$ cat src/rtl/bin2bcd_seq_if.sv
// Handshake and data bundle for the sequential binary-to-BCD converter.
// The master side requests conversions; the slave side is the converter.
interface bin2bcd_seq_if #(
    parameter int WORD_SIZE = 32,
    parameter int DIGITS    = 10
);
    logic                   start;
    logic [WORD_SIZE-1:0]   bin;
    logic                   busy;
    logic                   valid;
    logic [4*DIGITS-1:0]    bcd;

    modport master (output start, bin, input busy, valid, bcd);
    modport slave  (input start, bin, output busy, valid, bcd);
endinterface

$ cat src/rtl/bin2bcd_seq.sv
// Double-dabble converter: one binary bit shifted into the BCD scratch per clock.
// Result and valid are registered; bcd only changes on a completed conversion.
//
// state     | meaning
// ----------+-----------------------------------------------------------
// S_IDLE    | waiting for start; bcd holds the last result
// S_CONVERT | adjust-and-shift one bit per cycle, counter counts down
// S_DONE    | valid pulse for one cycle, then back to idle
module bin2bcd_seq #(
    parameter int WORD_SIZE    = 32,
    parameter int DIGITS       = 10,
    parameter int COUNTER_SIZE = 6
) (
    input  logic          clk,
    input  logic          rst,
    bin2bcd_seq_if.slave  bus
);
    localparam logic [1:0] S_IDLE    = 2'd0;
    localparam logic [1:0] S_CONVERT = 2'd1;
    localparam logic [1:0] S_DONE    = 2'd2;
    localparam int         BCD_W     = 4 * DIGITS;

    logic [1:0]              r_state;
    logic [WORD_SIZE-1:0]    r_bin;
    logic [BCD_W-1:0]        r_scratch;
    logic [BCD_W-1:0]        r_bcd;
    logic [COUNTER_SIZE-1:0] r_count;
    logic                    r_busy;
    logic                    r_valid;
    logic [BCD_W-1:0]        w_adj;
    logic [BCD_W-1:0]        w_shifted;

    always_comb begin
        w_adj = r_scratch;
        for (int d = 0; d < DIGITS; d++) begin
            if (r_scratch[4*d +: 4] >= 4'd5)
                w_adj[4*d +: 4] = r_scratch[4*d +: 4] + 4'd3;
        end
    end

    // Digits shifted out of the top nibble are dropped: DIGITS sets the truncation.
    assign w_shifted = {w_adj[BCD_W-2:0], r_bin[WORD_SIZE-1]};

    always_ff @(posedge clk or negedge rst) begin
        if (!rst) begin
            r_state   <= S_IDLE;
            r_bin     <= '0;
            r_scratch <= '0;
            r_bcd     <= '0;
            r_count   <= '0;
            r_busy    <= 1'b0;
            r_valid   <= 1'b0;
        end else begin
            r_valid <= 1'b0;
            case (r_state)
                S_IDLE: begin
                    if (bus.start) begin
                        r_bin     <= bus.bin;
                        r_scratch <= '0;
                        r_count   <= COUNTER_SIZE'(WORD_SIZE);
                        r_busy    <= 1'b1;
                        r_state   <= S_CONVERT;
                    end
                end
                S_CONVERT: begin
                    r_scratch <= w_shifted;
                    r_bin     <= {r_bin[WORD_SIZE-2:0], 1'b0};
                    r_count   <= r_count - COUNTER_SIZE'(1);
                    if (r_count == COUNTER_SIZE'(1)) begin
                        r_bcd   <= w_shifted;
                        r_valid <= 1'b1;
                        r_state <= S_DONE;
                    end
                end
                S_DONE: begin
                    r_busy  <= 1'b0;
                    r_state <= S_IDLE;
                end
                default: begin
                    r_busy  <= 1'b0;
                    r_state <= S_IDLE;
                end
            endcase
        end
    end

    assign bus.busy  = r_busy;
    assign bus.valid = r_valid;
    assign bus.bcd   = r_bcd;
endmodule

$ cat src/flat_wrapper.sv
// flat-port wrapper written by rule: the top's interface ports become plain ports
module bin2bcd_seq_flat 
#(
    parameter int WORD_SIZE    = 32,
    parameter int DIGITS       = 10,
    parameter int COUNTER_SIZE = 6
)
  (clk, rst, bus_start, bus_bin, bus_busy, bus_valid, bus_bcd);
  bin2bcd_seq_if #(.WORD_SIZE(WORD_SIZE), .DIGITS(DIGITS)) bus_i ();
  input  logic clk;
  input  logic rst;
  input wire logic [$bits(bus_i.start)-1:0] bus_start;
  input wire logic [$bits(bus_i.bin)-1:0] bus_bin;
  output wire logic [$bits(bus_i.busy)-1:0] bus_busy;
  output wire logic [$bits(bus_i.valid)-1:0] bus_valid;
  output wire logic [$bits(bus_i.bcd)-1:0] bus_bcd;
  assign bus_i.start = bus_start;
  assign bus_i.bin = bus_bin;
  assign bus_busy = bus_i.busy;
  assign bus_valid = bus_i.valid;
  assign bus_bcd = bus_i.bcd;
  bin2bcd_seq #(.WORD_SIZE(WORD_SIZE), .DIGITS(DIGITS), .COUNTER_SIZE(COUNTER_SIZE)) u_core (.clk(clk), .rst(rst), .bus(bus_i));
endmodule
$ cat config.mk
export PLATFORM = sky130hd
export DESIGN_NAME = bin2bcd_seq_flat
export DESIGN_NICKNAME = d
export VERILOG_FILES = /design/src/rtl/bin2bcd_seq_if.sv /design/src/rtl/bin2bcd_seq.sv /design/src/flat_wrapper.sv
export SDC_FILE = /design/constraint.sdc
export NUM_CORES = 1
export LEC_CHECK = 0
export CAP_MARGIN = 20
export CORE_ASPECT_RATIO = 2
export CORE_UTILIZATION = 55
export CTS_CLUSTER_DIAMETER = 60
export DETAILED_ROUTE_END_ITERATION = 10
export GPL_TIMING_DRIVEN = 0
export PLACE_DENSITY = 0.92
export SYNTH_ARGS = -nofsm -noshare
export SYNTH_HDL_FRONTEND = slang
export SYNTH_SLANG_ARGS = --single-unit
$ cat constraint.sdc
create_clock -name clk -period 1.9 [get_ports clk]
set_clock_uncertainty 0.05 [all_clocks]
set_input_delay 0.19 -clock clk [delete_from_list [all_inputs] [get_ports clk]]
set_output_delay 0.19 -clock clk [all_outputs]
set_load 0.02 [all_outputs]
==> results.md <==
- Adder-cell share of the synthesized area: 4.80%
- Post-synth EDFFs: 0
- Post-synthesis mux area share: 4.71%
- DIE HEIGHT: 146 um
- Final setup viols: 0
- Ys flop type: dfrtp_1
- Postcts setup bufs: 0
- Nets@finish: 721
- FF+latch count, synth: 122
- Crit-path max FO: 5
- Post-route ant nets: 0
- Layout cell share with drive strength beyond 1: 12.6%
- Crit path cell chain: inv_1 > ha_2 > nand2b_1 > a21oi_2 > mux2_2 > o21ai_0
- Vias: 4,854
- Vias in the first global route: 5,110
- First-pass GRT wire length: 23,500 um
- Top Family by Delay on Critical Path: flip-flops
- Initial antenna violation count: 0
- R2R Setup Slk: 0.09 ns
- Startpoint Class: register
- Largest family of logic cells by synthesized area: compound AO/OA/AOI/OAI gates
- Hold Fails Final Rpt: 0
- Synthesis-to-layout area growth: 28.5%
- CP Class: reg2reg
- Asr flop ratio synth: 100%
- Starting Density: 56.5%
- Dominant cells by area after synthesis: dfrtp_1, o21ai_0, nand2_1
- Clock Sink Count: 122
- Clk buf depth: 2
- Most frequent cells in the layout: dfrtp_1, o21ai_0, nand2_1
- Synth Area per Inst: 10.1 um2
- Post-Synth XOR/XNOR Area: 1.68%
- WP data required: 2.19 ns
- RSZ-0062 raised after global routing: no
- Reg clk slew, reported paths: 0.06 ns
- Routed vias/inst: 5.99
- Final wirelength: 14,400 um
- MaxCap Viol Count: 0
- Final cell count without fillers: 811
- Crit end category: register
- # IOs: 77
- Dpl hpwl: 9580 um
- Die area: 10,900 um2
- Minimum clock period: 1.81 ns
- Clock root buffer: clkbuf_16
- Mapped cell area: 5740 um2
- Post-synth top area cell: dfrtp_1
- CP arrival: 2.10 ns
- Fmax: 0.552 GHz
- Count of different cell masters after synthesis: 32
- Register area share after synthesis: 53.2%
- Drt wl/cell: 17.8 um
- Antenna fix cells: 0
- Drt pass-1 iters: 5
- Critical path's largest stage delay: 0.40 ns
- Synth Instances: 567
- Core area: 10,100 um2
- R2r startpoint: u_core.r_scratch[5]$_DFFE_PN0P_
- Largest net degree at the start of global routing: 97
- # placed instances: 779
- Reg2Reg Depth: 6
- Drt drc: 0
- Global route overflow: 0
- Synth top area share: 53.2%
- Worst-Margin Slew: 0.680 ns
- Status: completed
- Leak: 3.22 nW
- Critical Path Slowest Stage Cell: dfrtp_1
- H-tree depth: 4
- Fill cell count: 696
- Max Slew Vio Count: 0
- Worst slew margin: 54.7%
- GP Congestion: 0.829
- Worst flop-to-flop path endpoint: u_core.bus.bcd[6]$_DFFE_PN0P_
- Gr usage total: 29.0%
- Commonest non-fill, non-tap cell in the layout: dfrtp_1
- HP Class: in2async
- Number of buffers created by CTS: 17
- Crit share post-route: 95.3%
- Site Rows: 52
- Chip width: 74.2 um
- Fin util: 72.7%
- Synth Area in Compound Gates: 17.8%
- Clock latency on the worst-skew pair: 0.42 ns
- Max VDD drop: 0.928 mV
- Setup_tns: 0 ns
- Syn_nets: 624
- Simple-gate area share of the yosys netlist: 13.4%
- Ys Warns: 0
- Power per cell area: 1830 nW/um2
- DRT iter0 DRCs: 345
- Clock tree from TritonCTS: yes
- CP bufs+invs: 1
- Buffers on Ports: 76
## metal layers
| layer | vias to the layer above | track usage (%) | part of all wire, % |
|---|---|---|---|
| met3 | 61 | 7.73 | 4.6 |
| met4 | 0 | 18.3 | 4.9 |
| met5 | - | 0 | 0 |
| li1 | 2176 | - | - |
| met2 | 197 | 49.6 | 55 |
| met1 | 2420 | 30.0 | 36 |
## area by class of cell
type | instances | area (um2) | share of cell area [%]
clock inverters | 14 | 204 | 2.77
inverters | 25 | 93.8 | 1.27
clock buffers | 17 | 425 | 5.77
multi-input cells | 388 | 2470 | 33.5
well taps | 135 | 169 | 2.29
flip-flops and latches | 122 | 3050 | 41.4
repair buffers | 78 | 800 | 10.8
plain buffers | 32 | 161 | 2.19
## flip-flops by register name, indices dropped and copies added, names as in the netlist
register          cells
u_core.bus.bcd       40
u_core.r_scratch     40
u_core.r_count        6
u_core.bus.busy       1
u_core.r_bin         32
u_core.r_state        2
u_core.bus.valid      1
## how the worst max path moves through the flow
stage	start	to	slack (ns)	depth (start not counted)
3_3_place_gp	rst	u_core.bus.bcd[21]$_DFFE_PN0P_	-3.89	1
5_1_grt	u_core.r_scratch[24]$_DFFE_PN0P_	u_core.bus.bcd[26]$_DFFE_PN0P_	0.01	6
3_5_place_dp	u_core.r_scratch[4]$_DFFE_PN0P_	u_core.bus.bcd[6]$_DFFE_PN0P_	0.09	6
2_1_floorplan	u_core.r_scratch[16]$_DFFE_PN0P_	u_core.bus.bcd[18]$_DFFE_PN0P_	0.34	6
4_1_cts	u_core.r_scratch[4]$_DFFE_PN0P_	u_core.r_scratch[6]$_DFFE_PN0P_	0.05	6
6_report	u_core.r_scratch[5]$_DFFE_PN0P_	u_core.bus.bcd[6]$_DFFE_PN0P_	0.09	6
## stage by stage
step	total power, mW	hold slack (ns)	setup slack [ns]	instance area (um2)
floorplan	7.82	-0.156	0.338	5740
global placement	9.33	0.411	-3.89	6670
detailed placement	9.74	0.0242	0.0935	6700
CTS	13.3	0.149	0.0512	7340
global route	14.2	0.162	0.00998	7370
finish	13.5	0.151	0.0896	7370
## worst register-to-register path, cell delays in order, from the launching register on
cell and delay (ns):
dfrtp_1 0.40, inv_1 0.13, ha_2 0.26, nand2b_1 0.11
a21oi_2 0.22, mux2_2 0.38, o21ai_0 0.17
## synthesized netlist by cell type (all sizes together) (2+ instances only)
master and n:
dfrtp 122, o21ai 104, nand2 94, a22oi 31, a21oi 29, inv 25, ha 22, mux2 21
nor3b 19, buf 16, clkbuf 16, nand2b 12, nand3 12, a22o 11, nor3 11, xnor2 11
nor2 2, nor2b 2
## cell families after synthesis
logic type | count (synthesis)
AOI/OAI and AO/OA | 178
and+or+nand+nor | 156
DFF | 122
buffers and inverters | 57
adders and majority gates | 22
muxes | 21
xor gates and xnor gates | 11
## power by group
group	internal (mW)	total [mW]	switching [mW]
logic	2.43	5.42	3.00
registers	3.67	4.60	0.928
clock network	2.30	3.47	1.17
total	8.40	13.5	5.09
## repair_timing
item / CTS / global route
hold endpoints to repair: 117 / 0
endpoints found under the setup margin: 1 / 14
gates resized for setup: 1 / 12
hold buffers: 1 / 0
Note: power is estimated with default switching activity, not from simulation.
